`config.mk`:
```
export PLATFORM = sky130hd
export DESIGN_NAME = serial_word_rx
export DESIGN_NICKNAME = d
export VERILOG_FILES = /design/src/rtl/serial_word_pkg.sv /design/src/rtl/serial_word_fifo.sv /design/src/rtl/serial_word_rx.sv
export SDC_FILE = /design/constraint.sdc
export NUM_CORES = 1
export LEC_CHECK = 0
export ABC_AREA = 1
export CAP_MARGIN = 40
export CORE_MARGIN = 2
export CORE_UTILIZATION = 44
export DETAILED_ROUTE_END_ITERATION = 10
export GPL_TIMING_DRIVEN = 0
export PLACE_DENSITY_LB_ADDON = 0.05
export SLEW_MARGIN = 20
export SYNTH_ARGS = -nofsm -noshare
export SYNTH_HDL_FRONTEND = slang
export SYNTH_HIERARCHICAL = 1
export SYNTH_SLANG_ARGS = --single-unit
export TNS_END_PERCENT = 1
```
`constraint.sdc`:
```
create_clock -name clk -period 1.85 [get_ports clk]
set_input_delay 0.2775 -clock clk [delete_from_list [all_inputs] [get_ports clk]]
set_output_delay 0.2775 -clock clk [all_outputs]
set_load 0.05 [all_outputs]
```
`src/rtl/serial_word_pkg.sv`:
```
// Shared types for the serial word link (rx state encoding, counter sizing).
// Used by both the transmitter and receiver blocks.
package serial_word_pkg;

  typedef enum logic [1:0] {
    S_IDLE = 2'd0,
    S_DATA = 2'd1,
    S_PAR  = 2'd2
  } rx_state_e;

  // Bits needed to hold a counter ranging over 0..max_val.
  function automatic int cnt_w(input int max_val);
    return (max_val < 2) ? 1 : $clog2(max_val + 1);
  endfunction

endpackage

```
`src/rtl/serial_word_fifo.sv`:
```
// Synchronous first-word-fall-through FIFO; head word is always visible on rdata.
// A push while full is accepted only when a pop happens in the same cycle.
module serial_word_fifo #(
  parameter int DATA_WIDTH = 5,
  parameter int DEPTH      = 4
) (
  input  logic                     clk,
  input  logic                     rst,
  input  logic                     push,
  input  logic [DATA_WIDTH-1:0]    wdata,
  input  logic                     pop,
  output logic [DATA_WIDTH-1:0]    rdata,
  output logic                     full,
  output logic                     empty,
  output logic [$clog2(DEPTH):0]   level
);

  localparam int AW = $clog2(DEPTH);

  logic [DATA_WIDTH-1:0] mem [DEPTH];
  logic [AW-1:0]         wr_ptr, rd_ptr;
  logic [AW:0]           count;
  logic                  wr_ok, rd_ok;

  assign full  = (count == (AW+1)'(DEPTH));
  assign empty = (count == '0);
  assign level = count;
  assign rdata = mem[rd_ptr];

  assign wr_ok = push & (~full | pop);
  assign rd_ok = pop & ~empty;

  always_ff @(posedge clk) begin
    if (rst) begin
      wr_ptr <= '0;
      rd_ptr <= '0;
      count  <= '0;
    end else begin
      if (wr_ok) wr_ptr <= wr_ptr + 1'b1;
      if (rd_ok) rd_ptr <= rd_ptr + 1'b1;
      case ({wr_ok, rd_ok})
        2'b10:   count <= count + 1'b1;
        2'b01:   count <= count - 1'b1;
        default: count <= count;
      endcase
    end
  end

  // Storage carries no reset; validity is tracked by count alone.
  always_ff @(posedge clk) begin
    if (wr_ok) mem[wr_ptr] <= wdata;
  end

endmodule

```
`src/rtl/serial_word_rx.sv`:
```
// Serial word receiver: rebuilds LSB-first words from ser_data/ser_en and queues them in a FWFT FIFO.
// Optional even-parity bit per word when SERIAL_RX_PARITY_EN is defined (adds parity_err port).
module serial_word_rx
  import serial_word_pkg::*;
#(
  parameter int DATA_WIDTH = 5,
  parameter int DEPTH      = 4,
  parameter int GAP_MAX    = 8
) (
  input  logic                    clk,
  input  logic                    rst,
  input  logic                    ser_data,
  input  logic                    ser_en,
  output logic [DATA_WIDTH-1:0]   word_out,
  output logic                    word_valid,
  input  logic                    word_ready,
  output logic [$clog2(DEPTH):0]  fill_level,
  output logic                    overrun,
`ifdef SERIAL_RX_PARITY_EN
  output logic                    parity_err,
`endif
  output logic                    frame_err
);

  localparam int BCW = cnt_w(DATA_WIDTH - 1);
  localparam int GCW = cnt_w(GAP_MAX);
  localparam logic [BCW-1:0] BIT_LAST = BCW'(DATA_WIDTH - 1);
  localparam logic [GCW-1:0] GAP_LAST = GCW'(GAP_MAX - 1);

  rx_state_e             state, state_d;
  logic [BCW-1:0]        bit_cnt, bit_cnt_d;
  logic [GCW-1:0]        gap_cnt, gap_cnt_d;
  logic [DATA_WIDTH-1:0] shreg, shreg_d;
  logic                  push_q, push_d;
  logic                  frame_err_q, frame_err_d;
  logic                  overrun_q;
  logic                  fifo_full, fifo_empty, pop;
`ifdef SERIAL_RX_PARITY_EN
  logic                  parity_err_q, parity_err_d;
`endif

  always_ff @(posedge clk) begin
    if (rst) state <= S_IDLE;
    else     state <= state_d;
  end

  always_comb begin
    state_d     = state;
    bit_cnt_d   = bit_cnt;
    gap_cnt_d   = gap_cnt;
    shreg_d     = shreg;
    push_d      = 1'b0;
    frame_err_d = 1'b0;
`ifdef SERIAL_RX_PARITY_EN
    parity_err_d = 1'b0;
`endif
    unique case (state)
      S_IDLE: begin
        gap_cnt_d = '0;
        if (ser_en) begin
          shreg_d[0] = ser_data;
          bit_cnt_d  = BCW'(1);
          state_d    = S_DATA;
        end
      end
      S_DATA: begin
        if (ser_en) begin
          shreg_d[bit_cnt] = ser_data;
          gap_cnt_d        = '0;
          if (bit_cnt == BIT_LAST) begin
            bit_cnt_d = '0;
`ifdef SERIAL_RX_PARITY_EN
            state_d   = S_PAR;
`else
            state_d   = S_IDLE;
            push_d    = 1'b1;
`endif
          end else begin
            bit_cnt_d = bit_cnt + 1'b1;
          end
        end else if (gap_cnt == GAP_LAST) begin
          frame_err_d = 1'b1;
          state_d     = S_IDLE;
          bit_cnt_d   = '0;
          gap_cnt_d   = '0;
          shreg_d     = '0;
        end else begin
          gap_cnt_d = gap_cnt + 1'b1;
        end
      end
`ifdef SERIAL_RX_PARITY_EN
      S_PAR: begin
        if (ser_en) begin
          gap_cnt_d = '0;
          state_d   = S_IDLE;
          // Even parity: data ones plus parity bit must be even.
          if (ser_data == ^shreg) push_d       = 1'b1;
          else                    parity_err_d = 1'b1;
        end else if (gap_cnt == GAP_LAST) begin
          frame_err_d = 1'b1;
          state_d     = S_IDLE;
          gap_cnt_d   = '0;
          shreg_d     = '0;
        end else begin
          gap_cnt_d = gap_cnt + 1'b1;
        end
      end
`endif
      default: state_d = S_IDLE;
    endcase
  end

  // shreg doubles as the commit buffer: the FIFO captures it on the edge
  // where a following word may already be loading bit 0.
  always_ff @(posedge clk) begin
    if (rst) begin
      bit_cnt     <= '0;
      gap_cnt     <= '0;
      shreg       <= '0;
      push_q      <= 1'b0;
      frame_err_q <= 1'b0;
      overrun_q   <= 1'b0;
    end else begin
      bit_cnt     <= bit_cnt_d;
      gap_cnt     <= gap_cnt_d;
      shreg       <= shreg_d;
      push_q      <= push_d;
      frame_err_q <= frame_err_d;
      overrun_q   <= push_q & fifo_full & ~pop;
    end
  end

`ifdef SERIAL_RX_PARITY_EN
  always_ff @(posedge clk) begin
    if (rst) parity_err_q <= 1'b0;
    else     parity_err_q <= parity_err_d;
  end
  assign parity_err = parity_err_q;
`endif

  assign pop        = word_valid & word_ready;
  assign word_valid = ~fifo_empty;
  assign overrun    = overrun_q;
  assign frame_err  = frame_err_q;

  serial_word_fifo #(
    .DATA_WIDTH (DATA_WIDTH),
    .DEPTH      (DEPTH)
  ) u_fifo (
    .clk   (clk),
    .rst   (rst),
    .push  (push_q),
    .wdata (shreg),
    .pop   (pop),
    .rdata (word_out),
    .full  (fifo_full),
    .empty (fifo_empty),
    .level (fill_level)
  );

endmodule

```
Yosys cells after proc, flatten, opt, wreduce, memory -nomap -nowiden
Memories as Yosys holds them, arrays and structs flattened. A register that Yosys moved wholly into a read port is not among the register bits.
Cells that the tools add are included.
{ "totals": {"ff_bits": 24, "ram_bits": 20, "inputBits": 5, "out_inout_bits": 11, "n_memories": 1} }
{ "memory_table": {"columns": ["memory", "words", "word_bits", "rd", "rd_clocked_by_memory_dff", "write_ports", "line_no", "rtl"], "rows": [
  ["u_fifo.mem", 4, 5, 1, 1, 1, "serial_word_fifo.sv:20", "logic [DATA_WIDTH-1:0] mem [DEPTH];"]
]} }
{ "classes": {"addsub": 6, "n_lt_le_gt_ge": 2, "n_eq_ne": 9, "muxes": 27, "n_bitwise": 11, "reduce_logical": 11} }
{ "ops": {"columns": ["op", "n"], "rows": [
  ["2-bit 2-to-1 mux", 6],
  ["3-bit 2-to-1 mux", 4],
  ["3-bit case mux with 2 select lines", 2],
  ["5-bit 2-to-1 mux", 2],
  ["4-bit 2-to-1 mux", 2],
  ["4-bit case mux with 2 select lines", 1],
  ["3-bit by 1-bit adder with 3-bit output (second input constant)", 2],
  ["3-bit == test (second input constant)", 2],
  ["1-bit 2-to-1 mux", 6],
  ["3-bit inequality test (second input constant)", 2],
  ["3-bit AND reduction", 2],
  ["2-bit nonzero test", 3],
  ["3-bit OR reduction", 2],
  ["1-bit AND", 5],
  ["5-bit bitwise mux", 1],
  ["1-bit NOT", 5],
  ["2-bit by 1-bit adder with 2-bit output (second input constant)", 2],
  ["4-bit by 1-bit adder with 4-bit output (second input constant)", 1],
  ["2-bit by 1-bit == test with 1-bit output (second input constant)", 2],
  ["4-bit by 3-bit == test with 1-bit output (second input constant)", 1],
  ["3-bit by 4-bit less-than comparator with 1-bit output (second input constant)", 1],
  ["2-bit case mux with 2 select lines", 1],
  ["1-bit demux with 3-bit select", 1],
  ["3-bit by 1-bit greater-or-equal comparator with 1-bit output (second input constant)", 1],
  ["9 further kinds", 9]
]} }

Logic depth before layout (Yosys ltp)
{ "logic_depth": {"ltp_word": 7, "ltp_mapped": 16, "ltp_nobuf": 16} }

Modules after synthesis
Netlist, hierarchy kept.
{ "by_module_without_submodules": {"columns": ["module", "n_inst", "cells_each", "area_per_inst_um2"], "rows": [
  ["serial_word_fifo", 1, 122, 1252.5],
  ["serial_word_rx", 1, 108, 830.8]
]} }

Worst setup path after synthesis
No wires, ideal clock.
{ "synth_path": {"path_kind": "flip-flop to flip-flop", "start": "register u_fifo.count[2] (netlist: u_fifo/level[2])", "end": "register u_fifo.count[1] (netlist: u_fifo/level[1])", "t_arrival_ns": 2.350, "t_required_ns": 1.780, "path_slack_ns": -0.570, "path_stages_with_launch": 12, "path_buffers": 0, "period_less_slack_ns": 2.420, "cell_sequence": "dfxtp_1 inv_1 nand2_2 inv_1 nor2_1 inv_1 nand3_2 nand2_1 ha_1 inv_1 fa_1 a21oi_1"} }
{ "synth_via": {"elab_chain_len": 7, "elab_cells_between_ends": 12, "classes_between": "3 x eq/ne; 1 x mux; 6 x bitwise; 2 x reduce/logical"} }
{ "synth_rtl": {"columns": ["element", "line_no", "rtl"], "rows": [
  ["start: declaration", "serial_word_fifo.sv:22", "logic [AW:0] count;"],
  ["start signal: assignment", "serial_word_fifo.sv:42", "2'b10: count <= count + 1'b1;"],
  ["start signal: assignment", "serial_word_fifo.sv:43", "2'b01: count <= count - 1'b1;"],
  ["start signal: assignment", "serial_word_fifo.sv:44", "default: count <= count;"],
  ["3-bit zero test (*)", "serial_word_fifo.sv:26", "assign empty = (count == '0);"],
  ["via fifo_empty", "serial_word_rx.sv:37", "logic fifo_full, fifo_empty, pop;"],
  ["1-bit NOT (*)", "serial_word_rx.sv:142", "assign word_valid = ~fifo_empty;"],
  ["1-bit AND (*)", "serial_word_rx.sv:141", "assign pop = word_valid & word_ready;"],
  ["via pop", "serial_word_rx.sv:37", null],
  ["1-bit bitwise OR", "serial_word_fifo.sv:30", "assign wr_ok = push & (~full | pop);"],
  ["1-bit AND", "serial_word_fifo.sv:30", null],
  ["2-bit by 1-bit == test with 1-bit output / 2-bit == test (equally long branches)", "serial_word_fifo.sv:41", "case ({wr_ok, rd_ok})"],
  ["3-bit case mux with 2 select lines / 2-bit nonzero test (equally long branches)", null, null]
]} }
Mark *: on every way through the listed nets, which the timed path passes. The rest lies on a longest branch.
A chain may end at the register's enable or synchronous reset.

==> results.yml <==
die:
  die_h_microns: 72.81
  ios: 16
  design.core.area_sq_um: 4629
  die_x_microns: 72.81
  start_util_pct: 45.00
  dieArea_sq_um: 5301
  fp-row-count: 25
critical_path:
  worstPathArrival_ns: 1.62
  start_kind: "flip-flop"
  reg2reg_from: "u_fifo/level[1]"
  r2r-end: "u_fifo/level[2]"
  critPathRequiredTime_ns: 1.57
  reg2reg_depth: 16
  reg2reg_slack_ns: -0.01
  path_max_fanout: 10
  crit_path_end_kind: "output pin"
  setup.worst_path.class: "reg -> out"
routing:
  route.detailed.drc: 0
  detail_route.wl_per_cell_microns: 12.13
  wl_microns: 3736
  drt_iter0_drc: 94
  final_antenna_net_count: 0
  dr.pass1.iters: 4
  vias: 1522
  avgViaCountPerCell: 4.942
yosys:
  syn_area_per_cell_sq_um: 9.058
  ys_ff_latch: 45
  ys_seq_area_share_pct: 52.85
  synthArstFlopShare_pct: 0
  synthFlopType: "dfxtp_1"
  yosys.area.top_type: "edfxtp_1"
  synth.top_cells.by_count: "nand2_1 (33), nor2_1 (33), inv_1 (28), dfxtp_1 (25), edfxtp_1 (20)"
  synth_top_area_share_pct: 28.83
  netlist_area_sq_um: 2083
  ys.warnings.count: 6
  synth_edf_count: 20
  synth_cells: 230
  synth_area_leaders: "edfxtp_1 (29%), dfxtp_1 (24%), nand2_1 (5.9%), nor2_1 (5.9%), inv_1 (5.0%)"
  synth_nets: 244
  synth.distinct_cells: 26
sta:
  fmax_ghz: 0.5263
  min_period_ns: 1.900
  fin_worst_skew_ns: 0.003476
  setup_viol: 6
  post-route-period-util_pct: 102.7
  tightestPinTransition_ns: 0.4945
  rsz0062_at_grt: "true"
  drv_slew: 0
  fin_tns_setup_ns: -0.2058
  final.setup.worst_slack_ns: -0.04993
  relSlewSlack_pct: 66.93
  hold_viol_final: 0
worst_hold_path:
  hp-class: "in -> reg"
  min_from: "ser_en"
  min_path_cells: 3
  worstHoldEndpoint: "state[0]"
clock_network:
  worstSkewPairLatency_ns: 0.29
  clk_path_buf_depth: 2
  clkTransAtPathRegs_ns: 0.08
  cts_hold_buf: 0
  cts.root.buffer_cell: "clkbuf_8"
  htree_num_levels: 2
  cts_tree: "built"
  cts_made_buffers: 5
  clock-sinks: 45
placement:
  numPortBuffers: 14
  hpwl_microns: 2736
  place_congestion: 0.7823
  placedCellCount: 298
final_layout:
  drive_above_1_share_pct: 21.26
  antenna_cells: 0
  n_fill_cell: 445
  final_nets: 267
  area_growth_pct: 17.90
  finalNonFillerCells: 308
global_routing:
  track_usage_pct: 15.41
  antenna_found_initial: 0
  grt.overflow.total: 0
  first_global_vias: 1439
  grt_pass1_wl_microns: 6327
  grt_max_degree: 14
pwr:
  irDropWorstVdd_mv: 0.3178
  leakage_nw: 0.9869
  power.density_nw_per_um2: 691.7
  finalPower_mw: 1.699
job:
  drv_cap: 0
outcome:
  violations: "negative setup slack"
  outcome: "finished with violations"
==> worst max-delay path by stage <==
stage                            endpoint  slack [ns]  cells past startpoint
after floorplan           u_fifo/level[2]       -0.06                     16
after global placement    u_fifo/level[2]       -0.24                     14
after detailed placement  u_fifo/level[2]       -0.27                     14
after global routing          word_out[2]       -0.17                      4
final                         word_out[2]       -0.05                      4
after CTS                 u_fifo/level[2]       -0.13                     16
==> metrics by stage <==
step	cell area, sq um	setup slack (ns)	util [%]	hold WS (ns)
2_1_floorplan	2137	-0.06176	-	0.3445
3_3_place_gp	2345	-0.2394	50.65	0.4359
3_5_place_dp	2345	-0.2685	50.65	0.4384
4_1_cts	2426	-0.1261	52.41	0.2946
5_1_grt	2456	-0.1695	53.05	0.3103
6_report	2456	-0.04993	53.05	0.3070
==> logic make-up after synthesis <==
kind of cell    after synthesis  share of synthesized area, %
fa+ha+maj                     9                         5.766
xor+xnor                      2                        0.8410
flops                        45                         52.85
simple gates                106                         24.44
buf+inv                      39                         7.868
compound gates               29                         8.228
==> what timing repair did <==
action	CTS	global route
buffers inserted	0	2
setup endpoints to repair	8	7
gates resized for setup	8	5
pin swaps	2	2
==> layout make-up <==
type | instances | area (sq um) | share of cell area, %
buffer | 4 | 32.53 | 1.325
clock buffer | 5 | 68.82 | 2.802
clock inverter | 3 | 12.51 | 0.5094
inverter | 35 | 133.9 | 5.451
multi-input combinational | 146 | 880.8 | 35.86
sequential | 45 | 1112 | 45.29
tap | 54 | 67.56 | 2.751
timing repair buffer | 16 | 147.6 | 6.011
==> sequential cells by signal (all words and copies together) (netlist names), named ones only <==
register and count:
push_q 1, u_fifo/mem 20, gap_cnt 4, u_fifo/wr_ptr 2, state 1, u_fifo/level 3, shreg 5, frame_err 1
bit_cnt 3, overrun 1, u_fifo/rd_ptr 2
==> metal layers <==
metal  track usage [%]  part of all wire [%]  vias up  wire [microns]
met5                 0                     0        -               0
met4             5.556                  0.64        0              24
met3             2.901                   3.0        2             112
met2             25.25                    48       17            1811
met1             20.39                    48      703            1787
li1                  -                     -      800               -
==> critical path, cell delays in order (launching register included) <==
cell and delay, ns:
dfxtp_1 0.33, clkinv_1 0.22, o21ai_0 0.27, o22ai_1 0.09, dlygate4sd2_1 0.43
==> placed cells by master, fill, tap and decap left out, types with 3 or more instances in the layout <==
master / count
o22ai_1: 6
nor2_2: 5
clkdlybuf4s50_1: 8
o21ai_0: 12
nand2_1: 32
inv_2: 9
nor2_4: 3
nand4_1: 5
inv_1: 24
dlygate4sd2_1: 6
nand2_4: 4
clkbuf_8: 5
nor2_1: 28
dfxtp_1: 22
dfxtp_4: 3
a21oi_2: 5
edfxtp_1: 20
a21oi_1: 6
nand3_2: 5
nand3_1: 17
clkinv_1: 3
ha_1: 7
nand2_2: 3
==> power breakdown <==
| group | switching [mW] | internal [mW] |
|---|---|---|
| clock | 0.306 | 0.254 |
| combinational | 0.0567 | 0.0359 |
| sequential | 0.0113 | 1.03 |
Note: power is estimated with default switching activity, not from simulation.
